===== config.mk =====
export PLATFORM = sky130hd
export DESIGN_NAME = regfile_writeback_queue_flat
export DESIGN_NICKNAME = d
export VERILOG_FILES = /design/src/rtl/regfile_writeback_queue_if.sv /design/src/rtl/regfile_writeback_queue.sv /design/src/flat_wrapper.sv
export SDC_FILE = /design/constraint.sdc
export NUM_CORES = 1
export LEC_CHECK = 0
export CAP_MARGIN = 20
export CORE_AREA = 5 5 205 207
export CTS_CLUSTER_SIZE = 12
export DETAILED_ROUTE_END_ITERATION = 10
export DIE_AREA = 0 0 210 212
export HOLD_SLACK_MARGIN = 0.12
export SETUP_SLACK_MARGIN = 0.02
export SLEW_MARGIN = 20
export SYNTH_ARGS = -nofsm -noshare
export SYNTH_HDL_FRONTEND = slang
export SYNTH_SLANG_ARGS = --single-unit

===== constraint.sdc =====
create_clock -name clk_i -period 4.5 [get_ports clk_i]
set_input_delay 1.35 -clock clk_i [delete_from_list [all_inputs] [get_ports clk_i]]
set_output_delay 1.35 -clock clk_i [all_outputs]
set_load 0.005 [all_outputs]

===== src/rtl/regfile_writeback_queue_if.sv =====
// Result producers, register-file write port and decode forwarding ports of the writeback queue.
// The master side drives results, stall and read addresses; the queue itself is the slave.
interface regfile_writeback_queue_if #(
  parameter int unsigned DEPTH = 4
) ();
  localparam int unsigned CNT_W = $clog2(DEPTH) + 1;

  logic             alu_valid_i;
  logic [4:0]       alu_rd_i;
  logic [31:0]      alu_data_i;
  logic             alu_ready_o;
  logic             lsu_valid_i;
  logic [4:0]       lsu_rd_i;
  logic [31:0]      lsu_data_i;
  logic             lsu_ready_o;
  logic             wb_stall_i;
  logic [4:0]       data_write_address_o;
  logic [31:0]      data_in_o;
  logic             write_enable_w_o;
  logic [4:0]       addr_1_i;
  logic [4:0]       addr_2_i;
  logic             hit_1_o;
  logic             hit_2_o;
  logic [31:0]      fwd_1_o;
  logic [31:0]      fwd_2_o;
  logic [CNT_W-1:0] count_o;

  modport master (
    output alu_valid_i, alu_rd_i, alu_data_i, lsu_valid_i, lsu_rd_i, lsu_data_i,
           wb_stall_i, addr_1_i, addr_2_i,
    input  alu_ready_o, lsu_ready_o, data_write_address_o, data_in_o, write_enable_w_o,
           hit_1_o, hit_2_o, fwd_1_o, fwd_2_o, count_o
  );

  modport slave (
    input  alu_valid_i, alu_rd_i, alu_data_i, lsu_valid_i, lsu_rd_i, lsu_data_i,
           wb_stall_i, addr_1_i, addr_2_i,
    output alu_ready_o, lsu_ready_o, data_write_address_o, data_in_o, write_enable_w_o,
           hit_1_o, hit_2_o, fwd_1_o, fwd_2_o, count_o
  );
endinterface


===== src/rtl/regfile_writeback_queue.sv =====
// In-order writeback FIFO between ALU/LSU results and the register file write port,
// with forwarding of pending (uncommitted) results to the two decode read ports.
module regfile_writeback_queue #(
  parameter int unsigned DEPTH = 4
) (
  input logic                      clk_i,
  input logic                      reset_ni,
  regfile_writeback_queue_if.slave wbq
);
  localparam int unsigned PTR_W  = $clog2(DEPTH);
  localparam int unsigned CNT_W  = PTR_W + 1;
  localparam int unsigned RD_W   = 5;
  localparam int unsigned DATA_W = 32;

  typedef struct packed {
    logic [RD_W-1:0]   rd;
    logic [DATA_W-1:0] data;
  } entry_t;

  entry_t           mem_q [DEPTH];
  logic [PTR_W-1:0] wr_ptr_q, wr_ptr_d;
  logic [PTR_W-1:0] rd_ptr_q, rd_ptr_d;
  logic [CNT_W-1:0] count_q, count_d;
  logic             full, empty, alu_ready, lsu_ready, enq, deq;
  entry_t           enq_entry;
  logic [PTR_W-1:0] slot;
  logic             hit_1, hit_2;
  logic [DATA_W-1:0] fwd_1, fwd_2;

  // Full looks only at the current count: a same-cycle drain does not free a slot.
  assign full      = (count_q == CNT_W'(DEPTH));
  assign empty     = (count_q == '0);
  assign alu_ready = !full;
  assign lsu_ready = !full && !wbq.alu_valid_i;
  assign deq       = !empty && !wbq.wb_stall_i;

  // ALU has fixed priority; a handshake to x0 completes but enqueues nothing.
  always_comb begin
    enq       = 1'b0;
    enq_entry = '0;
    if (wbq.alu_valid_i) begin
      enq       = alu_ready && (wbq.alu_rd_i != '0);
      enq_entry = '{rd: wbq.alu_rd_i, data: wbq.alu_data_i};
    end else if (wbq.lsu_valid_i) begin
      enq       = lsu_ready && (wbq.lsu_rd_i != '0);
      enq_entry = '{rd: wbq.lsu_rd_i, data: wbq.lsu_data_i};
    end
  end

  always_comb begin
    wr_ptr_d = wr_ptr_q;
    rd_ptr_d = rd_ptr_q;
    count_d  = count_q;
    if (enq) wr_ptr_d = wr_ptr_q + PTR_W'(1);
    if (deq) rd_ptr_d = rd_ptr_q + PTR_W'(1);
    if (enq && !deq)      count_d = count_q + CNT_W'(1);
    else if (!enq && deq) count_d = count_q - CNT_W'(1);
  end

  always_ff @(posedge clk_i or negedge reset_ni) begin
    if (!reset_ni) begin
      wr_ptr_q <= '0;
      rd_ptr_q <= '0;
      count_q  <= '0;
    end else begin
      wr_ptr_q <= wr_ptr_d;
      rd_ptr_q <= rd_ptr_d;
      count_q  <= count_d;
    end
  end

  // Entry storage is deliberately not reset; occupancy is tracked by count alone.
  always_ff @(posedge clk_i) begin
    if (enq) mem_q[wr_ptr_q] <= enq_entry;
  end

  // Walk oldest to youngest so the last match (youngest) wins.
  always_comb begin
    hit_1 = 1'b0;
    hit_2 = 1'b0;
    fwd_1 = '0;
    fwd_2 = '0;
    slot  = '0;
    for (int unsigned i = 0; i < DEPTH; i++) begin
      slot = rd_ptr_q + PTR_W'(i);
      if (CNT_W'(i) < count_q) begin
        if ((wbq.addr_1_i != '0) && (mem_q[slot].rd == wbq.addr_1_i)) begin
          hit_1 = 1'b1;
          fwd_1 = mem_q[slot].data;
        end
        if ((wbq.addr_2_i != '0) && (mem_q[slot].rd == wbq.addr_2_i)) begin
          hit_2 = 1'b1;
          fwd_2 = mem_q[slot].data;
        end
      end
    end
  end

  assign wbq.alu_ready_o          = alu_ready;
  assign wbq.lsu_ready_o          = lsu_ready;
  assign wbq.write_enable_w_o     = deq;
  assign wbq.data_write_address_o = empty ? '0 : mem_q[rd_ptr_q].rd;
  assign wbq.data_in_o            = empty ? '0 : mem_q[rd_ptr_q].data;
  assign wbq.hit_1_o              = hit_1;
  assign wbq.hit_2_o              = hit_2;
  assign wbq.fwd_1_o              = fwd_1;
  assign wbq.fwd_2_o              = fwd_2;
  assign wbq.count_o              = count_q;
endmodule


===== src/flat_wrapper.sv =====
// flat-port wrapper written by rule: the top's interface ports become plain ports
module regfile_writeback_queue_flat 
#(
  parameter int unsigned DEPTH = 4
)
  (clk_i, reset_ni, wbq_alu_valid_i, wbq_alu_rd_i, wbq_alu_data_i, wbq_lsu_valid_i, wbq_lsu_rd_i, wbq_lsu_data_i, wbq_wb_stall_i, wbq_addr_1_i, wbq_addr_2_i, wbq_alu_ready_o, wbq_lsu_ready_o, wbq_data_write_address_o, wbq_data_in_o, wbq_write_enable_w_o, wbq_hit_1_o, wbq_hit_2_o, wbq_fwd_1_o, wbq_fwd_2_o, wbq_count_o);
  regfile_writeback_queue_if #(.DEPTH(DEPTH)) wbq_i ();
  input logic clk_i;
  input logic reset_ni;
  input wire logic [$bits(wbq_i.alu_valid_i)-1:0] wbq_alu_valid_i;
  input wire logic [$bits(wbq_i.alu_rd_i)-1:0] wbq_alu_rd_i;
  input wire logic [$bits(wbq_i.alu_data_i)-1:0] wbq_alu_data_i;
  input wire logic [$bits(wbq_i.lsu_valid_i)-1:0] wbq_lsu_valid_i;
  input wire logic [$bits(wbq_i.lsu_rd_i)-1:0] wbq_lsu_rd_i;
  input wire logic [$bits(wbq_i.lsu_data_i)-1:0] wbq_lsu_data_i;
  input wire logic [$bits(wbq_i.wb_stall_i)-1:0] wbq_wb_stall_i;
  input wire logic [$bits(wbq_i.addr_1_i)-1:0] wbq_addr_1_i;
  input wire logic [$bits(wbq_i.addr_2_i)-1:0] wbq_addr_2_i;
  output wire logic [$bits(wbq_i.alu_ready_o)-1:0] wbq_alu_ready_o;
  output wire logic [$bits(wbq_i.lsu_ready_o)-1:0] wbq_lsu_ready_o;
  output wire logic [$bits(wbq_i.data_write_address_o)-1:0] wbq_data_write_address_o;
  output wire logic [$bits(wbq_i.data_in_o)-1:0] wbq_data_in_o;
  output wire logic [$bits(wbq_i.write_enable_w_o)-1:0] wbq_write_enable_w_o;
  output wire logic [$bits(wbq_i.hit_1_o)-1:0] wbq_hit_1_o;
  output wire logic [$bits(wbq_i.hit_2_o)-1:0] wbq_hit_2_o;
  output wire logic [$bits(wbq_i.fwd_1_o)-1:0] wbq_fwd_1_o;
  output wire logic [$bits(wbq_i.fwd_2_o)-1:0] wbq_fwd_2_o;
  output wire logic [$bits(wbq_i.count_o)-1:0] wbq_count_o;
  assign wbq_i.alu_valid_i = wbq_alu_valid_i;
  assign wbq_i.alu_rd_i = wbq_alu_rd_i;
  assign wbq_i.alu_data_i = wbq_alu_data_i;
  assign wbq_i.lsu_valid_i = wbq_lsu_valid_i;
  assign wbq_i.lsu_rd_i = wbq_lsu_rd_i;
  assign wbq_i.lsu_data_i = wbq_lsu_data_i;
  assign wbq_i.wb_stall_i = wbq_wb_stall_i;
  assign wbq_i.addr_1_i = wbq_addr_1_i;
  assign wbq_i.addr_2_i = wbq_addr_2_i;
  assign wbq_alu_ready_o = wbq_i.alu_ready_o;
  assign wbq_lsu_ready_o = wbq_i.lsu_ready_o;
  assign wbq_data_write_address_o = wbq_i.data_write_address_o;
  assign wbq_data_in_o = wbq_i.data_in_o;
  assign wbq_write_enable_w_o = wbq_i.write_enable_w_o;
  assign wbq_hit_1_o = wbq_i.hit_1_o;
  assign wbq_hit_2_o = wbq_i.hit_2_o;
  assign wbq_fwd_1_o = wbq_i.fwd_1_o;
  assign wbq_fwd_2_o = wbq_i.fwd_2_o;
  assign wbq_count_o = wbq_i.count_o;
  regfile_writeback_queue #(.DEPTH(DEPTH)) u_core (.clk_i(clk_i), .reset_ni(reset_ni), .wbq(wbq_i));
endmodule

-- Yosys cells after proc, flatten, opt, wreduce, memory -nomap -nowiden
Memory sizes are Yosys's and may differ from the RTL's.
Index checks and enable logic that the tools add are counted.
- bits of input ports: 89
- memories kept: 1
- output and inout port bits: 109
- flip-flop bits (word level): 7
- word-level logic and storage cells: 91
- memory bits (writable): 148
- order comparisons: 4
- muxes and demuxes: 42
- equal/unequal tests: 9
- reduce and logical (&&, ||, !) cells: 26
- add/sub/neg operators: 6
- memories (memory ; words ; width ; read ports ; clocked after memory_dff ; write ports ; RTL line ; source):
    u_core.mem_q ; 4 ; 37 ; 4 ; 0 ; 1 ; regfile_writeback_queue.sv:20 ; entry_t mem_q [DEPTH];
- operator list (operator ; number):
    32-bit two-way mux ; 17
    37-bit two-way mux ; 2
    5-bit equality test ; 8
    1-bit two-way mux ; 20
    5-bit nonzero test ; 4
    1-bit logical AND ; 14
    1-bit logical NOT ; 6
    1-bit by 3-bit < comparator with 1-bit output, first input constant ; 2
    2-bit by 3-bit < comparator with 1-bit output, first input constant ; 2
    3-bit two-way mux ; 2
    5-bit two-way mux ; 1
    2-bit by 1-bit adder with 2-bit output, second input constant ; 2
    2-bit adder, second input constant ; 2
    3-bit by 1-bit adder with 3-bit output, second input constant ; 1
    3-bit equality test, second input constant ; 1
    3-bit logical NOT ; 1
    3-bit by 1-bit subtractor with 3-bit output, second input constant ; 1
    2-bit nonzero test ; 1

-- Logic depth before layout (Yosys ltp)
Gate-level depths: netlist of run 1.
An unclocked memory read counts as a cell.
- depth after elaboration: 11
- gate-level depth with buffers: 10
- mapped depth without buffers: 9

-- Worst setup path after synthesis of run 1
Ideal clock, no wire load.
- kind: input to output
- start: in wbq_addr_2_i[1]
- end: out wbq_hit_2_o
- data required time: 3.150 ns
- cell stages on the path: 9
- buffers on the path: 3
- setup slack: 0.126 ns
- arrival time: 3.024 ns
- cell sequence: clkbuf_1 > nor3_1 > nand2_1 > nand3_1 > or2_1 > clkbuf_1 > or2b_4 > buf_12 > a311o_1
- longest elaborated chain between the ends: 10
- elaborated cells on any way between the ends: 17
- those cells by class: eq/ne (4); mux (8); reduce/logical (5)
- ends and longest elaborated chain (element ; RTL line ; source):
    start, declared ; flat_wrapper.sv:18 ; input wire logic [$bits(wbq_i.addr_2_i)-1:0] wbq_addr_2_i;
    5-bit equality test or 5-bit nonzero test (tied branches) ; regfile_writeback_queue.sv:91 ; if ((wbq.addr_2_i != '0) && (mem_q[slot].rd == wbq.addr_2_i)) begin
    1-bit logical AND ; regfile_writeback_queue.sv:91 ;
    1-bit two-way mux ; regfile_writeback_queue.sv:91 ;
    1-bit two-way mux ; regfile_writeback_queue.sv:86 ; if (CNT_W'(i) < count_q) begin
    1-bit two-way mux ; regfile_writeback_queue.sv:91 ;
    1-bit two-way mux ; regfile_writeback_queue.sv:86 ;
    1-bit two-way mux ; regfile_writeback_queue.sv:91 ;
    1-bit two-way mux ; regfile_writeback_queue.sv:86 ;
    1-bit two-way mux ; regfile_writeback_queue.sv:91 ;
    1-bit two-way mux (*) ; regfile_writeback_queue.sv:86 ;
    end, declared ; flat_wrapper.sv:25 ; output wire logic [$bits(wbq_i.hit_2_o)-1:0] wbq_hit_2_o;
Every way passes the cells marked *; elsewhere a longest branch is shown, timed or not.

-- Worst setup path after layout of run 1
- start: reg u_core.rd_ptr_q[0]
- end: out wbq_fwd_2_o[11]
- longest elaborated chain between the ends: 11
- elaborated cells on any way between the ends: 20
- those cells by class: add/sub (3); eq/ne (4); mux (8); reduce/logical (4); memory (1)
- ends and longest elaborated chain (element ; RTL line ; source):
    start, declared ; regfile_writeback_queue.sv:22 ; logic [PTR_W-1:0] rd_ptr_q, rd_ptr_d;
    start signal, assigned ; regfile_writeback_queue.sv:67 ; rd_ptr_q <= rd_ptr_d;
    memory 4 x 37 bit (*) ; - ;
    5-bit equality test ; regfile_writeback_queue.sv:91 ;
    1-bit logical AND ; regfile_writeback_queue.sv:91 ;
    32-bit two-way mux ; regfile_writeback_queue.sv:91 ;
    32-bit two-way mux ; regfile_writeback_queue.sv:86 ;
    32-bit two-way mux ; regfile_writeback_queue.sv:91 ;
    32-bit two-way mux ; regfile_writeback_queue.sv:86 ;
    32-bit two-way mux ; regfile_writeback_queue.sv:91 ;
    32-bit two-way mux ; regfile_writeback_queue.sv:86 ;
    32-bit two-way mux ; regfile_writeback_queue.sv:91 ;
    32-bit two-way mux (*) ; regfile_writeback_queue.sv:86 ;
    end, declared ; flat_wrapper.sv:27 ; output wire logic [$bits(wbq_i.fwd_2_o)-1:0] wbq_fwd_2_o;
Marks and branches as above.

==> flow_summary.yaml, run 1 <==
outcome:
  status: "finished with violations"
  failed_checks: "setup timing"
synth:
  synth-simple-area-share_pct: 13.96
  avgSynthCellArea_um2: 10.60
  yosys-top-cells-area: "edfxtp_1 35%, mux2i_1 18%, mux4_2 4.3%"
  synthMuxAreaShare_pct: 22.30
  synth_cells: 1194
  synth_compound_area_share_pct: 17.36
  synth_fp_nets: 1292
  synth_area_leader_cell: "edfxtp_1"
  ys.flop_type: "edfxtp_1"
  synthAdderAreaFrac_pct: 0.8896
  synth-seq-cells: 155
  synth.top_cell.area_share_pct: 35.11
  synth_cell_types: 53
  yosysSeqAreaShare_pct: 36.49
  synthArstFlopShare_pct: 4.516
  yosysWarnings: 0
  synth_area_mm2: 0.01266
  yosys.area_share.xor_xnor_pct: 3.183
  synth_edf_count: 148
  synth_top_family_by_area: "multiplexers"
min_path:
  whs_path_depth: 2
  holdPathEnd: "u_core.wbq.count_o[0]$_DFFE_PN0P_"
  min_path_type: "flip-flop to flip-flop"
  min-delay-start: "u_core.wbq.count_o[0]$_DFFE_PN0P_"
setup_path:
  required_ps: 3150
  ff2ff_path_depth: 5
  reg2reg_to: "u_core.mem_q[2][32]$_DFFE_PP_"
  critPathTopFamily: "buffers and inverters"
  timing.rr.start: "u_core.wbq.count_o[2]$_DFFE_PN0P_"
  path_common_cell: "buf_6"
  path_class: "flip-flop to output pin"
  cp-end-kind: "output pin"
  worstPathArrival_ps: 3270
  critical_path_depth: 12
  ff2ff_setup_slack_ps: 1810
  cpPeakStageDelay_ps: 500
  crit_chain: "buf_12, buf_6, mux4_2, xor2_2, nor4_4, buf_6, buf_8, buf_16, and4_1, mux2i_2, o221ai_4, buf_2"
  cp.buffers_inverters: 6
  start_kind: "flip-flop"
  crit_fanout: 8
  slowest_stage: "dfrtp_4"
drt:
  wl_per_cell_um: 24.54
  avgViaCountPerCell: 5.807
  dr_total_vias: 11969
  drc: 0
  first_iter_violations: 1030
  first_pass_iters: 5
  routed_wl_um: 50570
  detail-route-antenna-nets: 0
floorplanning:
  die_area_mm2: 0.04452
  initial_core_util_pct: 31.50
  die_w_um: 210
  die-height_um: 212
  core.rowCount: 74
  core-area_mm2: 0.04018
  io_pins: 198
finish:
  layout-drive-gt1-share_pct: 36.30
  diodes: 0
  utilization_pct: 46.93
  fin_nets: 1614
  syn2layout_area_growth_pct: 48.99
timing:
  rsz0062_at_grt: "true"
  finalHoldViolCount: 0
  post-route-worst-setup-slack_ps: -115.4
  finClkSkew_ps: 13.63
  finalSetupViolCount: 53
  slew_viol_final: 0
  fin_crit_ps: 4615
  fmax_mhz: 216.7
  finalCritPeriodShare_pct: 102.6
  slew_headroom_pct: 49.77
  tightest_slew_ps: 745.6
  holdWs_ps: 627.4
power:
  vdd_drop_max_uv: 452.0
  p_leak_uw: 0.007172
  p_per_area_mw_per_mm2: 722.9
global_route:
  grt.total_usage_pct: 20.95
  overflow: 0
  grt_max_degree: 135
  antenna_found_initial: 2
  grt_pass1_vias: 11720
  grt_pass1_wl_um: 72010
clock_network:
  htree_levels: 4
  clockBufferDepth: 2
  cts_hold_buf: 0
  clk_pin_slew_worst_paths_ps: 70
  cts_num_sinks: 155
  root_buffer: "clkbuf_16"
  cts_made_buffers: 17
  cts_tree: "done"
  clk_latency_ps: 430
run:
  drv_cap: 0
placement:
  dp_slack_ps: -948.9
  gp_congestion: 0.8494
  buffer_ports.inserted: 197
  dpl.hpwl_um: 30950
==> placed cells by master (no fill, tap or decap), types with 9 or more instances in the layout <==
cell / n
mux2i_1: 217
edfxtp_1: 148
clkdlybuf4s50_1: 120
buf_4: 116
nand2_1: 99
nor2b_1: 67
buf_2: 67
a21oi_1: 64
buf_6: 53
buf_12: 46
a211oi_1: 33
and4_1: 32
a22o_1: 32
a21oi_2: 30
nor3_1: 29
o32a_1: 27
mux4_2: 24
clkbuf_16: 24
nand3_1: 23
xnor2_1: 18
nand4_1: 17
a221oi_2: 17
nand3_2: 11
o211ai_2: 11
buf_16: 11
mux2i_2: 10
xnor2_2: 10
xor2_2: 10
o221ai_2: 10
o221ai_4: 9
ha_1: 9
buf_8: 9
==> metal layers <==
metal | global-route usage (%) | part of all wire (%) | up-vias
li1 | - | - | 5303
met5 | 0 | 0.053 | -
met3 | 3.291 | 7.0 | 153
met4 | 6.796 | 4.0 | 4
met1 | 27.60 | 42 | 5850
met2 | 35.51 | 47 | 659
==> where the power goes <==
part | leakage (uW) | internal [uW] | total, uW | switching (uW)
clock | 0.000283 | 845 | 1500 | 654
sequential | 0.00146 | 2090 | 2330 | 239
combinational | 0.00542 | 4530 | 9810 | 5280
==> Yosys cell counts (4+ instances only) <==
cell type	number
o21ba_2	6
o211ai_2	13
buf_2	28
xnor2_1	28
o32a_1	27
edfxtp_1	148
buf_4	10
nor3_1	40
xor2_1	18
o221ai_2	18
clkbuf_1	72
nor2b_1	70
nand3_1	34
a221oi_1	27
mux2i_1	228
dfrtp_1	7
inv_1	7
a22o_1	32
o21ai_0	8
buf_6	11
nand2_1	100
nand4_1	17
ha_1	9
and4_1	32
and2_1	4
nor2_1	7
a21oi_1	97
a211oi_1	39
mux4_2	24
==> cell type report <==
class | count | area, um2
clock buffer | 18 | 439.2
clock inverter | 14 | 161.4
tap | 532 | 665.6
timing repair buffer | 431 | 4576
fill | 3638 | 21320
inverter | 7 | 26.28
sequential | 155 | 4628
multi-input combinational | 904 | 8363
==> worst max path at each step <==
stage                                    from              end
6_report       u_core.rd_ptr_q[0]$_DFFE_PN0P_  wbq_fwd_2_o[11]
5_1_grt        u_core.rd_ptr_q[0]$_DFFE_PN0P_  wbq_fwd_2_o[11]
4_1_cts        u_core.rd_ptr_q[1]$_DFFE_PN0P_  wbq_fwd_2_o[30]
3_5_place_dp                  wbq_addr_1_i[4]   wbq_fwd_1_o[6]
3_3_place_gp                  wbq_addr_1_i[4]   wbq_fwd_1_o[6]
2_1_floorplan                 wbq_addr_2_i[1]      wbq_hit_2_o
==> state kept, by name (all words and copies together), names as in the netlist <==
register,count
u_core.mem_q,148
u_core.wbq.count_o,3
u_core.rd_ptr_q,2
u_core.wr_ptr_q,2
==> logic make-up (layout without fill, tap and decap cells) <==
| group | count (synthesis) | in the layout |
|---|---|---|
| AND/OR/NAND/NOR | 318 | 319 |
| buffers and inverters | 136 | 470 |
| flip-flops | 155 | 155 |
| AO/OA/AOI/OAI | 278 | 278 |
| XOR/XNOR | 46 | 46 |
| multiplexers | 252 | 252 |
| adder cells (fa/ha/maj) | 9 | 9 |
==> worst register-to-register path, stage by stage, from the launching register on <==
cell	delay [ps]
dfrtp_2	490
buf_4	330
nand2_1	190
o311a_1	350
and2_2	640
buf_4	380
==> through the flow <==
stage                     cell area (um2)  power, uW  instances  TNS [ps]
after global placement              16060      10440       1925    -53820
after global routing                18860      14280       2061     -7886
after floorplan                     12660       6974       1194         0
final                               18860      13630       2061     -2303
after detailed placement            16060      10530       1925    -52800
after CTS                           18180      12960       2036     -1464
==> repair_timing <==
action,CTS,global route
resized for setup,476,105
gates cloned,15,7
pin swaps,88,81
buffers inserted,70,29
endpoints found under the setup margin,68,77
Power figures use the tool's default switching activity.
==> run 2: changes to the inputs <==
Settings changed: CORE_AREA 5 5 205 207 to 5 5 174 176, DIE_AREA 0 0 210 212 to 0 0 179 181, PLACE_DENSITY from default to 0.68.
==> flow_summary.yaml, run 2 (synthesis gave the netlist of run 1 again) <==
floorplanning:
  die_w_um: 179
  initial_core_util_pct: 44.46
  core.rowCount: 62
  die-height_um: 181
  core-area_mm2: 0.02847
  io_pins: 198
  die_area_mm2: 0.03240
timing:
  finClkSkew_ps: 8.537
  finalCritPeriodShare_pct: 101.7
  fin_crit_ps: 4578
  slew_viol_final: 0
  slew_headroom_pct: 31.74
  tns_ps: -674.4
  rsz0062_at_grt: "true"
  fmax_mhz: 218.5
  post-route-worst-setup-slack_ps: -77.66
  tightest_slew_ps: 1022
  finalSetupViolCount: 25
  finalHoldViolCount: 0
setup_path:
  startpoint: "wbq_addr_2_i[1]"
  required_ps: 3150
  ff2ff_setup_slack_ps: 1730
  cpPeakStageDelay_ps: 200
  reg2reg_to: "u_core.wbq.count_o[2]$_DFFE_PN0P_"
  ff2ff_path_depth: 9
  crit_fanout: 8
  cp-end-kind: "output pin"
  path_common_cell: "buf_12"
  timing.rr.start: "u_core.wbq.count_o[1]$_DFFE_PN0P_"
  start_kind: "input port"
  critPathTopFamily: "buffers and inverters"
  worstPathArrival_ps: 3230
  cp.buffers_inverters: 7
  path_class: "input port to output pin"
  slowest_stage: "mux2i_2"
  crit_chain: "buf_6, nor3_4, buf_4, a211oi_2, a21o_1, buf_12, buf_12, buf_12, buf_12, and4_1, mux2i_2, o221ai_4, buf_2"
outcome:
  status: "finished with violations"
  failed_checks: "setup timing"
finish:
  layout-drive-gt1-share_pct: 35.49
  finalInstanceArea_mm2: 0.01826
  syn2layout_area_growth_pct: 44.28
  largest_reg_flops: 148
  final_cell_mix: "211 x mux2i_1, 148 x edfxtp_1, 130 x buf_4"
  top_register: "u_core.mem_q"
  diodes: 0
  fin_nets: 1612
  final_common_cell: "mux2i_1"
  fill_cells: 2151
placement:
  dpl_cell_area_mm2: 0.01598
  gp_congestion: 0.9058
  dpl.hpwl_um: 28230
  buffer_ports.inserted: 197
clock_network:
  cts_made_buffers: 17
  clockBufferDepth: 2
  root_buffer: "clkbuf_16"
  clk_latency_ps: 430
  clk_pin_slew_worst_paths_ps: 70
  cts_tree: "done"
  htree_levels: 4
  cts_num_sinks: 155
power:
  vdd_drop_max_uv: 578.9
  clkPwrFrac_pct: 11.2
  seqPwrFrac_pct: 17.7
  p_leak_uw: 0.007027
  p_comb_share_pct: 71.1
  finalPower_uw: 13280
  p_sw_uw: 5871
  switching_share_pct: 44.21
  p_per_area_mw_per_mm2: 727.1
  internal_power_uw: 7408
min_path:
  holdPathEnd: "u_core.wr_ptr_q[0]$_DFFE_PN0P_"
  whs_path_depth: 2
  min-delay-start: "u_core.wr_ptr_q[0]$_DFFE_PN0P_"
  min_path_type: "flip-flop to flip-flop"
drt:
  avgViaCountPerCell: 6.246
  drc: 0
  routed_wl_um: 45420
  wl_per_cell_um: 23.77
  detail-route-antenna-nets: 0
  first_pass_iters: 6
  dr_total_vias: 11936
  first_iter_violations: 1117
run:
  drv_cap: 0
global_route:
  grt_max_degree: 68
  grt.total_usage_pct: 26.23
  grt_pass1_vias: 11614
  overflow: 0
  grt_pass1_wl_um: 65960
  antenna_found_initial: 0
run 2: cell count changes in the layout (fill, tap and decap cells not counted), sizes merged:
cell,previous run,this run
buf,302,295
or2b,2,1
clkbuf,26,34
inv,12,10
bufbuf,1,0
bufinv,2,3
run 2: routing by layer:
| layer | GRT usage (%) | part of all wire, % |
|---|---|---|
| met5 | 0 | 0 |
| met4 | 10.96 | 3.5 |
| met3 | 4.285 | 8.6 |
| met2 | 42.90 | 48 |
| met1 | 34.43 | 40 |
run 2: layout make-up:
| class | count | area, um2 | share of cell area (%) |
|---|---|---|---|
| clock buffer | 19 | 432.9 | 2.370 |
| tap | 384 | 480.5 | 2.631 |
| inverter | 7 | 26.28 | 0.1439 |
| sequential | 155 | 4628 | 25.34 |
| timing repair buffer | 430 | 4347 | 23.80 |
| clock inverter | 13 | 165.2 | 0.9043 |
| multi-input combinational | 903 | 8184 | 44.81 |
run 2: tightest hold or removal path, cell delays in order (launching register included):
cell and delay [ps]:
dfrtp_1 370, inv_1 100, xnor2_1 130
run 2: power groups by stage:
stage / logic [uW] / clock network (uW) / registers, uW
2_1_floorplan: 4690 / 0 / 2280
3_3_place_gp: 8070 / 0 / 2370
3_5_place_dp: 8140 / 0 / 2400
4_1_cts: 8860 / 1490 / 2330
5_1_grt: 9970 / 1560 / 2390
6_report: 9440 / 1490 / 2350
run 2: repair_timing:
action / 4_1_cts / 5_1_grt
endpoints found under the hold margin: 0 / 0
cloned: 5 / 6
pin swaps: 78 / 69
buffers inserted: 47 / 31
hold buffers: 0 / 0
resized for setup: 403 / 118
setup endpoints to repair: 66 / 77
run 2: metrics by stage:
step	hold WS, ps	setup slack, ps	util, %	std cells
3_5_place_dp	629.7	-876.9	56.14	1797
2_1_floorplan	548.3	126.4	-	1194
3_3_place_gp	592.4	-949.1	56.14	1797
6_report	641.2	-77.66	64.15	1911
4_1_cts	640.2	-52.35	61.87	1878
5_1_grt	690.8	-143.8	64.15	1911
run 2: how the worst max path moves through the flow:
stage               cells past startpoint  slack (ps)               to
floorplan                               9         130      wbq_hit_2_o
global placement                       10        -950  wbq_fwd_1_o[11]
detailed placement                     10        -880  wbq_fwd_1_o[11]
CTS                                    11         -50  wbq_fwd_2_o[11]
global route                           13        -140  wbq_fwd_2_o[11]
finish                                 13         -80  wbq_fwd_2_o[12]
==> run 3: changes to the inputs <==
Settings changed: CAP_MARGIN 20 to default.
==> results of run 3 <==
The final DEF is identical to that of run 2; final timing and power are the same.
